**config.mk**
```make
export PLATFORM = sky130hd
export DESIGN_NAME = hist_cdf_reader
export DESIGN_NICKNAME = d
export VERILOG_FILES = /design/src/rtl/hist_cdf_reader.sv
export SDC_FILE = /design/constraint.sdc
export NUM_CORES = 1
export LEC_CHECK = 0
export ABC_CLOCK_PERIOD_IN_PS = 7300
export BUFFER_PORTS_ARGS = -buffer_cell sky130_fd_sc_hd__buf_2
export CORE_AREA = 4 4 115 117
export CTS_CLUSTER_SIZE = 10
export DETAILED_ROUTE_END_ITERATION = 8
export DIE_AREA = 0 0 119 121
export PLACE_DENSITY = 0.86
export SYNTH_ARGS = -nofsm -noshare
export SYNTH_HDL_FRONTEND = slang
export SYNTH_SLANG_ARGS = --single-unit
```
**constraint.sdc**
```tcl
create_clock -name clk -period 7.3 [get_ports clk]
set_input_delay 0.365 -clock clk [delete_from_list [all_inputs] [get_ports clk]]
set_output_delay 0.365 -clock clk [all_outputs]
set_load 0.1 [all_outputs]
```
**src/rtl/hist_cdf_reader.sv**
```systemverilog
// Walks histogram bins 0..hist_bins through a synchronous-read RAM port and streams (index, count, CDF) tuples.
// Latency: 3 cycles per bin (read, wait, send); the send phase stretches while the consumer withholds ready.
module hist_cdf_reader #(
    parameter int ADDR_W = 6,
    parameter int DATA_W = 32
) (
    input  logic              clk,
    input  logic              rst,
    input  logic              start,
    input  logic [ADDR_W-1:0] hist_bins,
    output logic              rd_en,
    output logic [ADDR_W-1:0] rd_addr,
    input  logic [DATA_W-1:0] rd_data,
    output logic              out_valid,
    input  logic              out_ready,
    output logic [ADDR_W-1:0] out_index,
    output logic [DATA_W-1:0] out_count,
    output logic [DATA_W-1:0] out_cdf,
    output logic              out_last,
    output logic              busy,
    output logic              done
);

    typedef enum logic [2:0] {
        S_IDLE,
        S_READ,
        S_WAIT,
        S_SEND,
        S_DONE
    } state_t;

    state_t              r_state;
    state_t              w_state_nxt;
    logic [ADDR_W-1:0]   r_idx;
    logic [ADDR_W-1:0]   r_last_idx;
    logic [DATA_W-1:0]   r_cdf;
    logic                r_rd_en;
    logic [ADDR_W-1:0]   r_rd_addr;
    logic                r_out_valid;
    logic [ADDR_W-1:0]   r_out_index;
    logic [DATA_W-1:0]   r_out_count;
    logic [DATA_W-1:0]   r_out_cdf;
    logic                r_out_last;
    logic                r_busy;
    logic                r_done;
    logic                w_hs;
    logic                w_at_last;
    logic [DATA_W:0]     w_sum;
    logic [DATA_W-1:0]   w_cdf_sat;

    assign w_hs      = (r_state == S_SEND) && r_out_valid && out_ready;
    assign w_at_last = (r_idx == r_last_idx);
    assign w_sum     = {1'b0, r_cdf} + {1'b0, rd_data};
    // Once the carry bit is set the CDF pins at all-ones; adding to all-ones keeps it there.
    assign w_cdf_sat = w_sum[DATA_W] ? {DATA_W{1'b1}} : w_sum[DATA_W-1:0];

    always_ff @(posedge clk or negedge rst) begin
        if (!rst) begin
            r_state <= S_IDLE;
        end else begin
            r_state <= w_state_nxt;
        end
    end

    always_comb begin
        w_state_nxt = r_state;
        case (r_state)
            S_IDLE: if (start) w_state_nxt = S_READ;
            S_READ: w_state_nxt = S_WAIT;
            S_WAIT: w_state_nxt = S_SEND;
            S_SEND: if (w_hs) w_state_nxt = w_at_last ? S_DONE : S_READ;
            S_DONE: w_state_nxt = S_IDLE;
            default: w_state_nxt = S_IDLE;
        endcase
    end

    always_ff @(posedge clk or negedge rst) begin
        if (!rst) begin
            r_idx       <= '0;
            r_last_idx  <= '0;
            r_cdf       <= '0;
            r_rd_en     <= 1'b0;
            r_rd_addr   <= '0;
            r_out_valid <= 1'b0;
            r_out_index <= '0;
            r_out_count <= '0;
            r_out_cdf   <= '0;
            r_out_last  <= 1'b0;
            r_busy      <= 1'b0;
            r_done      <= 1'b0;
        end else begin
            r_rd_en <= (w_state_nxt == S_READ);
            r_busy  <= (w_state_nxt != S_IDLE);
            r_done  <= (w_state_nxt == S_DONE);
            if ((r_state == S_IDLE) && start) begin
                r_last_idx <= hist_bins;
                r_idx      <= '0;
                r_cdf      <= '0;
                r_rd_addr  <= '0;
            end
            if (r_state == S_WAIT) begin
                r_out_count <= rd_data;
                r_out_cdf   <= w_cdf_sat;
                r_cdf       <= w_cdf_sat;
                r_out_index <= r_idx;
                r_out_last  <= w_at_last;
                r_out_valid <= 1'b1;
            end
            if (w_hs) begin
                r_out_valid <= 1'b0;
                if (!w_at_last) begin
                    r_idx     <= r_idx + ADDR_W'(1);
                    r_rd_addr <= r_idx + ADDR_W'(1);
                end
            end
        end
    end

    assign rd_en     = r_rd_en;
    assign rd_addr   = r_rd_addr;
    assign out_valid = r_out_valid;
    assign out_index = r_out_index;
    assign out_count = r_out_count;
    assign out_cdf   = r_out_cdf;
    assign out_last  = r_out_last;
    assign busy      = r_busy;
    assign done      = r_done;

endmodule

```
==> results of run 1 <==
## path summary, 6_finish.rpt
check	start	end	slack [ns]	cells past startpoint
setup / recovery	r_cdf[0]	out_cdf[14]	3.87	10
hold / removal	rst	out_count[21]	0.001	1
setup reg to reg	r_cdf[0]	out_cdf[14]	3.87	10
hold reg to reg	out_count[11]	out_count[11]	0.47	2
max in group asynchronous	rst	out_count[2]	5.95	2
min in group clk	rd_data[27]	out_count[27]	0.16	3
## metal layers
layer / vias up / GRT usage [%]
li1: 2687 / -
met1: 2644 / 28.43
met2: 191 / 36.14
met3: 23 / 5.221
met4: 0 / 8.689
met5: - / 0
## sequential cells by signal, indices dropped and copies added (netlist names)
name        count
rd_addr         6
out_valid       1
busy            1
r_state         3
rd_en           1
done            1
out_count      32
out_cdf        32
out_last        1
r_idx           6
out_index       6
r_cdf          32
r_last_idx      6
## cells in the mapped netlist, drive strengths merged, types with 3 or more instances
| cell | count | area [um^2] |
|---|---|---|
| a211o | 3 | 26.28 |
| or2 | 3 | 18.77 |
| clkbuf | 32 | 120.1 |
| a211oi | 3 | 22.52 |
| nor2 | 53 | 206.5 |
| o21a | 3 | 22.52 |
| nor4 | 3 | 18.77 |
| and3 | 4 | 25.02 |
| inv | 6 | 22.52 |
| mux2 | 6 | 67.56 |
| ha | 33 | 412.9 |
| dfrtp | 128 | 3203 |
| xor2 | 21 | 183.9 |
| nand4 | 3 | 18.77 |
| nand2b | 3 | 18.77 |
| nand3 | 17 | 85.08 |
| xnor2 | 16 | 140.1 |
| a21o | 33 | 247.7 |
| nor3 | 11 | 70.07 |
| nand2 | 166 | 623.1 |
| a21oi | 67 | 335.3 |
| o21bai | 6 | 45.04 |
| a31oi | 9 | 56.30 |
| o211ai | 5 | 42.54 |
| buf | 4 | 35.03 |
| o21ai | 41 | 205.2 |
| nand3b | 4 | 30.03 |
| and2 | 5 | 31.28 |
## layout make-up
class	instances	area, um^2
clock inverters	10	111.4
repair buffers	125	635.6
inverters	6	22.52
well taps	172	215.2
multi-input cells	544	3212
flip-flops and latches	128	3203
fillers	1032	4493
clock buffers	21	470.5
## layout by cell type (no fill, tap or decap), types with 21 or more instances in the layout
cell type and instances:
nor2_1 51, ha_1 33, a21oi_1 67, dfrtp_1 128, buf_2 121, o21ai_0 38
xor2_1 21, a21o_1 33, nand2_1 166
## worst max-delay path: cells and delay by family (launching register included)
kind,cells,cell delay [ns]
compound gates,7,1.48
flops,1,0.37
simple gates,1,0.81
fa+ha+maj,2,0.65
## cells by family (layout without fill, tap and decap cells)
| logic type | Yosys count | in the layout | synth area share [%] |
|---|---|---|---|
| AO/OA/AOI/OAI | 188 | 188 | 17.82 |
| XOR/XNOR | 37 | 37 | 4.927 |
| adder cells (fa/ha/maj) | 34 | 34 | 6.582 |
| buffers and inverters | 42 | 162 | 2.701 |
| flip-flops | 128 | 128 | 48.70 |
| multiplexers | 7 | 7 | 1.179 |
| AND/OR/NAND/NOR | 278 | 278 | 18.09 |
## through the flow
step | setup slack [ns] | hold WS [ns] | instances
after floorplan | 4.531 | 0.06941 | 714
after global placement | 3.789 | 0.4516 | 975
after detailed placement | 3.718 | 0.4569 | 975
after CTS | 3.850 | 0.02962 | 1006
after global routing | 3.612 | 0.05128 | 1006
final | 3.868 | 0.001290 | 1006
==> impl_results.md, run 1 <==
* Status: finished, final reports clean
* Pre-antenna DRT Iters at 5
* Die X at 119 um
* DRT met1 WL at 6802 um
* Clk sinks at 128
* Setup TNS at 0 ns
* Worst path arrival time at 3.73 ns
* Crit share post-route at 47.02%
* Largest net degree at the start of global routing at 92
* CP max FO at 14
* CP Launch Type: flip-flop
* Number of buffers created by CTS at 17
* Min cycle time layout at 3.432 ns
* Syn-to-layout area delta at 19.65%
* Setup violators final at 0
* Crit Path Class: reg -> reg
* Top FF cell, synth: dfrtp_1
* Worst-margin pin slew at 1.052 ns
* Placed wire-length estimate at 10670 um
* Vias at 5545
* Bufs on Longest Clock Path at 2
* Req. time, crit path at 7.60 ns
* Final WL at 15740 um
* Cell repeated most along the worst path: a21o_1
* Num rows at 41
* Total gr overflow at 0
* Cells after Synth at 714
* Final hold violations at 0
* Number of DRC markers in iteration 0 at 320
* Total setup buffers inserted after CTS at 0
* Starting Density at 53.20%
* Synth Warn # at 0
* Antenna Nets Post-Route at 0
* Placed cell areas at 7288 um^2
* Synth Area per Inst at 9.212 um^2
* Initial antenna violation count at 0
* DIE HEIGHT at 121 um
* Core area at 12360 um^2
* Vias per cell at 5.512
* Largest stage delay, worst path at 0.81 ns
* H-tree depth at 4
* Max stage delay cell, worst path: nor2_1
* Clock root buffer: clkbuf_16
* Crit-path cells: ha_1 > fa_1 > a211oi_1 > o211ai_1 > a21o_1 > o211ai_2 > a31oi_1 > nor2_1 > a21oi_1 > a21o_1
* Relative slew slack at 29.61%
* Vias in the first global route at 5259
* Hold crit path type: in -> async
* Design area at 7870 um^2
* EDFF count, synth at 0
* Residual DRC at 0
* WL met3 at 1134 um
* CP Capture Type: flip-flop
* Cts hold-fix bufs at 0
* Clock Skew at 0.008587 ns
* Port Buf Inserts at 122
* Met2 WL post-DR at 7551 um
* Seq cells post-synth at 128
* Fmax at 291.3 MHz
* Die area at 14400 um^2
* Syn nets at 790
* Ports at 123
* Clock slew at reported path FFs at 0.05 ns
* Synthesized area at 6578 um^2
* # nets final at 898
* PostCTS Resize Cnt at 0
* Max-Cap Viols at 0
* First-pass GRT wire length at 25560 um
* Top routing layer used: met4
* Sequential share of the synthesized area at 48.70%
* # diodes at 0
* RD Place Congestion at 0.8845
* Fin. max-slew vios at 0
* Netlist cell types at 55
* Share of cells above drive strength 1 at 20.86%
* Post-route core utilization at 63.66%
* Clock latency on the worst-skew pair at 0.42 ns
* GRT Total Usage at 22.05%
* Drt wl/cell at 15.65 um
* FFs w/ async S/R, synth at 100.0%
* CTS tree: built
* RSZ-0062 raised after global routing: false
Power of run 1 is left out: the tool's default activity adds up to more than one toggle a clock period on the data nets, which glitch-free logic cannot reach.
==> run 2: changes to the inputs <==
--- a/config.mk
+++ b/config.mk
@@ -5,7 +5,7 @@
 export SDC_FILE = /design/constraint.sdc
 export NUM_CORES = 1
 export LEC_CHECK = 0
-export ABC_CLOCK_PERIOD_IN_PS = 7300
+export ABC_CLOCK_PERIOD_IN_PS = 3390
 export BUFFER_PORTS_ARGS = -buffer_cell sky130_fd_sc_hd__buf_2
 export CORE_AREA = 4 4 115 117
 export CTS_CLUSTER_SIZE = 10
==> constraint.sdc (replaced) <==
create_clock -name clk -period 3.39 [get_ports clk]
set_input_delay 0.1695 -clock clk [delete_from_list [all_inputs] [get_ports clk]]
set_output_delay 0.1695 -clock clk [all_outputs]
set_load 0.1 [all_outputs]
==> run 2 against run 1 <==
Die area is the same; utilization grew 3.6 points; via count grew 3.9%; setup slack lost 3.7 ns; clock skew grew 0.0034 ns; critical path type is now in -> reg; register-to-register slack lost 3.6 ns; worst hold slack gained 0.0089 ns; highest routed layer unchanged; non-clock buffer count grew 43; final cell count grew 4.3%; wire length grew 7.6%.
==> impl_results.md, run 2 (synthesis results as in run 1) <==
* DIE HEIGHT at 121 um
* Clock Skew at 0.01203 ns
* Status: finished, final reports clean
* Clock slew at reported path FFs at 0.06 ns
* Crit-path cells: dlygate4sd3_1 > buf_2 > ha_1 > fa_1 > a211oi_1 > o211ai_1 > a21o_1 > o211ai_2 > a31oi_1 > or2_2 > buf_4 > nor3_2 > nor2_1
* Vias per cell at 5.493
* H-tree depth at 4
* RD Place Congestion at 0.9109
* Clock root buffer: clkbuf_16
* HP Start: start
* First-pass GRT wire length at 27920 um
* Pre-antenna DRT Iters at 7
* GRT Total Usage at 24.07%
* Ports at 123
* Relative slew slack at 41.56%
* Antenna Nets Post-Route at 0
* # nets final at 941
* Commonest cells after routing, fill and taps aside: nand2_1, dfrtp_1, buf_2
* Fmax at 311.7 MHz
* Max stage delay cell, worst path: dlygate4sd3_1
* Drt wl/cell at 16.15 um
* CP Buf/Inv Count at 3
* Final Hold Slack at 0.01017 ns
* Vias at 5762
* Bufs on Longest Clock Path at 2
* Clock latency on the worst-skew pair at 0.43 ns
* Total gr overflow at 0
* Vias in the first global route at 5719
* Number of DRC markers in iteration 0 at 442
* Die X at 119 um
* Residual DRC at 0
* CP max FO at 10
* Setup violators final at 0
* Worst-margin pin slew at 0.8745 ns
* Largest net degree at the start of global routing at 66
* RR Startpoint: r_cdf[0]
* Syn-to-layout area delta at 26.50%
* CP Launch Type: input pin
* Number of buffers created by CTS at 17
* Fin. max-slew vios at 0
* Placed wire-length estimate at 11080 um
* RSZ-0062 raised after global routing: false
* Share of cells above drive strength 1 at 20.64%
* Crit Path Class: in -> reg
* Min cycle time layout at 3.208 ns
* CTS tree: built
* Worst path arrival time at 3.51 ns
* Crit share post-route at 94.65%
* Most common cell after layout, fill and taps aside: nand2_1
* CP Capture Type: flip-flop
* Initial antenna violation count at 0
* # fillers at 959
* Hold crit path type: in -> reg
* Final WL at 16940 um
* Final hold violations at 0
* Die area at 14400 um^2
* Setup TNS at 0 ns
* Top delay family on crit path: compound AO/OA/AOI/OAI gates
* Starting Density at 53.20%
* Port Buf Inserts at 122
* # diodes at 0
* Largest stage delay, worst path at 0.54 ns
* Req. time, crit path at 3.69 ns
* Core area at 12360 um^2
* Num rows at 41
* CP Launch Point: rd_data[0]
* Max-Cap Viols at 0
* Clk sinks at 128
## run 2: cell types whose count changed in the layout (fill, tap and decap cells not counted), sizes merged
cell	delta
dlygate4sd3	+37
clkbuf	+1
buf	+6
clkinvlp	-1
## run 2: tightest hold or removal path: stages
cell and delay [ns]:
buf_2 0.10, nor3_1 0.05, nor2_1 0.07
## run 2: worst paths after layout
| kind | endpoint | slack, ns | cells after the start |
|---|---|---|---|
| worst max-delay path | out_cdf[24] | 0.18 | 13 |
| worst min-delay path | busy | 0.01 | 3 |
| worst max register to register | out_cdf[24] | 0.26 | 11 |
| worst min register to register | out_cdf[7] | 0.47 | 2 |
| max in group asynchronous | out_cdf[7] | 2.16 | 3 |
| min in group asynchronous | out_count[22] | 0.38 | 2 |
## run 2: area by class of cell
type	instances	area, um^2	area share, %
Clock buffer	22	484.2	5.820
Clock inverter	9	107.6	1.293
Inverter	6	22.52	0.2707
Multi-Input combinational cell	544	3224	38.75
Sequential cell	128	3203	38.50
Tap cell	172	215.2	2.586
Timing Repair Buffer	168	1064	12.78
## run 2: metal layers
layer / track usage [%] / routed length [um]
met5: 0 / 0
met1: 30.05 / 7261
met4: 7.531 / 291
met2: 40.34 / 8352
met3: 7.226 / 1035
## run 2: stage by stage
step,worst slack [ns],utilization (%),cell area [um^2],std cells
global route,0.002343,67.30,8320,1049
finish,0.1815,67.30,8320,1049
global placement,0.2839,59.42,7346,981
CTS,0.2049,67.20,8308,1049
detailed placement,0.2493,59.42,7346,981
floorplan,0.6325,-,6578,714
## run 2: what timing repair did
action	4_1_cts	5_1_grt
buffers inserted	0	0
gates resized for setup	0	2
hold buffers	37	0
hold endpoints to repair	99	0
setup endpoints to repair	0	12
Power of run 2 is left out for the same reason.
==> run 3: changes to the inputs <==
--- a/config.mk
+++ b/config.mk
@@ -7,11 +7,13 @@
 export LEC_CHECK = 0
 export ABC_CLOCK_PERIOD_IN_PS = 3390
 export BUFFER_PORTS_ARGS = -buffer_cell sky130_fd_sc_hd__buf_2
+export CAP_MARGIN = 10
 export CORE_AREA = 4 4 115 117
 export CTS_CLUSTER_SIZE = 10
 export DETAILED_ROUTE_END_ITERATION = 8
 export DIE_AREA = 0 0 119 121
 export PLACE_DENSITY = 0.86
+export RECOVER_POWER = 100
 export SYNTH_ARGS = -nofsm -noshare
 export SYNTH_HDL_FRONTEND = slang
 export SYNTH_SLANG_ARGS = --single-unit
==> run 3 against run 2 <==
Utilization shrank 1.3 points; first-iteration DRC count shrank 6.6%; global-route usage is the same; final area shrank 1.9%; the flow now finishes with violations (capacitance limit, slew limit); largest cell class is now flip-flops and latches; critical path depth is the same; worst hold slack gained 0.0024 ns; final cell count is the same; setup slack gained 0.023 ns; count of clock-buffer cells in the layout is the same; register-to-register slack gained 0.02 ns; highest routed layer unchanged; sequential share of layout area grew 0.74 points; die area is the same.
==> impl_results.md, run 3 (synthesis results as in run 1) <==
* RR Endpoint: out_cdf[24]
* Core area at 12360 um^2
* Vias in the first global route at 5719
* Commonest cells after routing, fill and taps aside: nand2_1, dfrtp_1, clkbuf_1
* # diodes at 0
* Min cycle time layout at 3.186 ns
* # nets final at 941
* # fillers at 1017
* Cells on worst reg2reg path at 11
* Failing checks: capacitance limit, slew limit
* Req. time, crit path at 3.70 ns
* CP Launch Point: rd_data[0]
* RR Startpoint: r_cdf[0]
* DIE HEIGHT at 121 um
* H-tree depth at 4
* Total gr overflow at 0
* Drt wl/cell at 16.16 um
* Post-route core utilization at 66.03%
* Setup WS pre-CTS at 0.2493 ns
* Most common cell after layout, fill and taps aside: nand2_1
* Clock Skew at 0.01389 ns
* Vias at 5757
* Setup crit end: out_cdf[24]
* Final WS setup at 0.2044 ns
* First-pass GRT wire length at 27920 um
* Number of buffers created by CTS at 17
* CTS tree: built
* Starting Density at 53.20%
* Residual DRC at 0
* Fin. max-slew vios at 101
* Setup TNS at 0 ns
* Vias per cell at 5.488
* Max-Cap Viols at 2
* RSZ-0062 raised after global routing: false
* CP Capture Type: flip-flop
* Hold Path Stages at 3
* Worst-margin pin slew at 1.590 ns
* Number of DRC markers in iteration 0 at 413
* RD Place Congestion at 0.9109
* Die X at 119 um
* Pre-antenna DRT Iters at 6
* Largest net degree at the start of global routing at 66
* Placed wire-length estimate at 11080 um
* Clock root buffer: clkbuf_16
* GRT Total Usage at 24.07%
* Setup violators final at 0
* Flop-to-flop setup slack at 0.28 ns
* Port Buf Inserts at 122
* Syn-to-layout area delta at 24.10%
* Crit Path Class: in -> reg
* Antenna Nets Post-Route at 0
* Clock latency on the worst-skew pair at 0.43 ns
* Num rows at 41
* Final hold violations at 0
* Hold crit path type: in -> reg
* Clock slew at reported path FFs at 0.06 ns
* Clk sinks at 128
* Status: finished with violations
* CP Launch Type: input pin
* Crit share post-route at 93.97%
* Bufs on Longest Clock Path at 2
* CP max FO at 10
* Fmax at 313.9 MHz
* Initial antenna violation count at 0
* Relative slew slack at -6.029%
* Share of cells above drive strength 1 at 10.95%
* Ports at 123
* Worst path arrival time at 3.49 ns
* Die area at 14400 um^2
* Final WL at 16960 um
==> run 3: how the worst min path moves through the flow <==
stage / from / to / slack [ns]
after floorplan: rst / busy / -0.13
after global placement: rst / out_count[22] / 0.31
after detailed placement: rst / out_count[22] / 0.31
after CTS: start / busy / 0.001
after global routing: start / busy / 0.02
final: start / busy / 0.01
==> run 3: what timing repair did <==
action / 4_1_cts / 5_1_grt
setup endpoints to repair: 0 / 12
hold buffers: 37 / 0
hold endpoints to repair: 99 / 0
gates resized for setup: 0 / 2
setup buffers: 0 / 0
==> run 3: worst max-delay path: stages <==
cell           delay [ns]
dlygate4sd3_1        0.54
buf_2                0.15
ha_1                 0.24
fa_1                 0.43
a211oi_1             0.30
o211ai_1             0.18
a21o_1               0.24
o211ai_2             0.20
a31oi_1              0.12
or2_2                0.42
buf_4                0.22
nor3_2               0.20
nor2_1               0.07
==> run 3: through the flow <==
step / hold slack, ns / area (um^2) / instances
after floorplan: -0.1261 / 6578 / 714
after global placement: 0.3053 / 7346 / 981
after detailed placement: 0.3111 / 7346 / 981
after CTS: 0.001471 / 8308 / 1049
after global routing: 0.01520 / 8163 / 1049
final: 0.01260 / 8163 / 1049
==> run 3: layout make-up <==
type / instances / area, um^2 / share of cell area [%]
multi-input cells: 544 / 3199 / 39.19
clock buffers: 22 / 484.2 / 5.932
clock inverters: 9 / 107.6 / 1.318
inverters: 6 / 22.52 / 0.2759
flip-flops and latches: 128 / 3203 / 39.24
well taps: 172 / 215.2 / 2.636
repair buffers: 168 / 930.9 / 11.40
==> run 3: per-layer routing <==
metal	global-route usage, %	up-vias	part of all wire [%]
met2	40.34	153	50
met3	7.226	28	5.7
met1	30.05	2813	43
met5	0	-	0
li1	-	2763	-
met4	7.531	0	1.6
Power of run 3 is left out for the same reason.
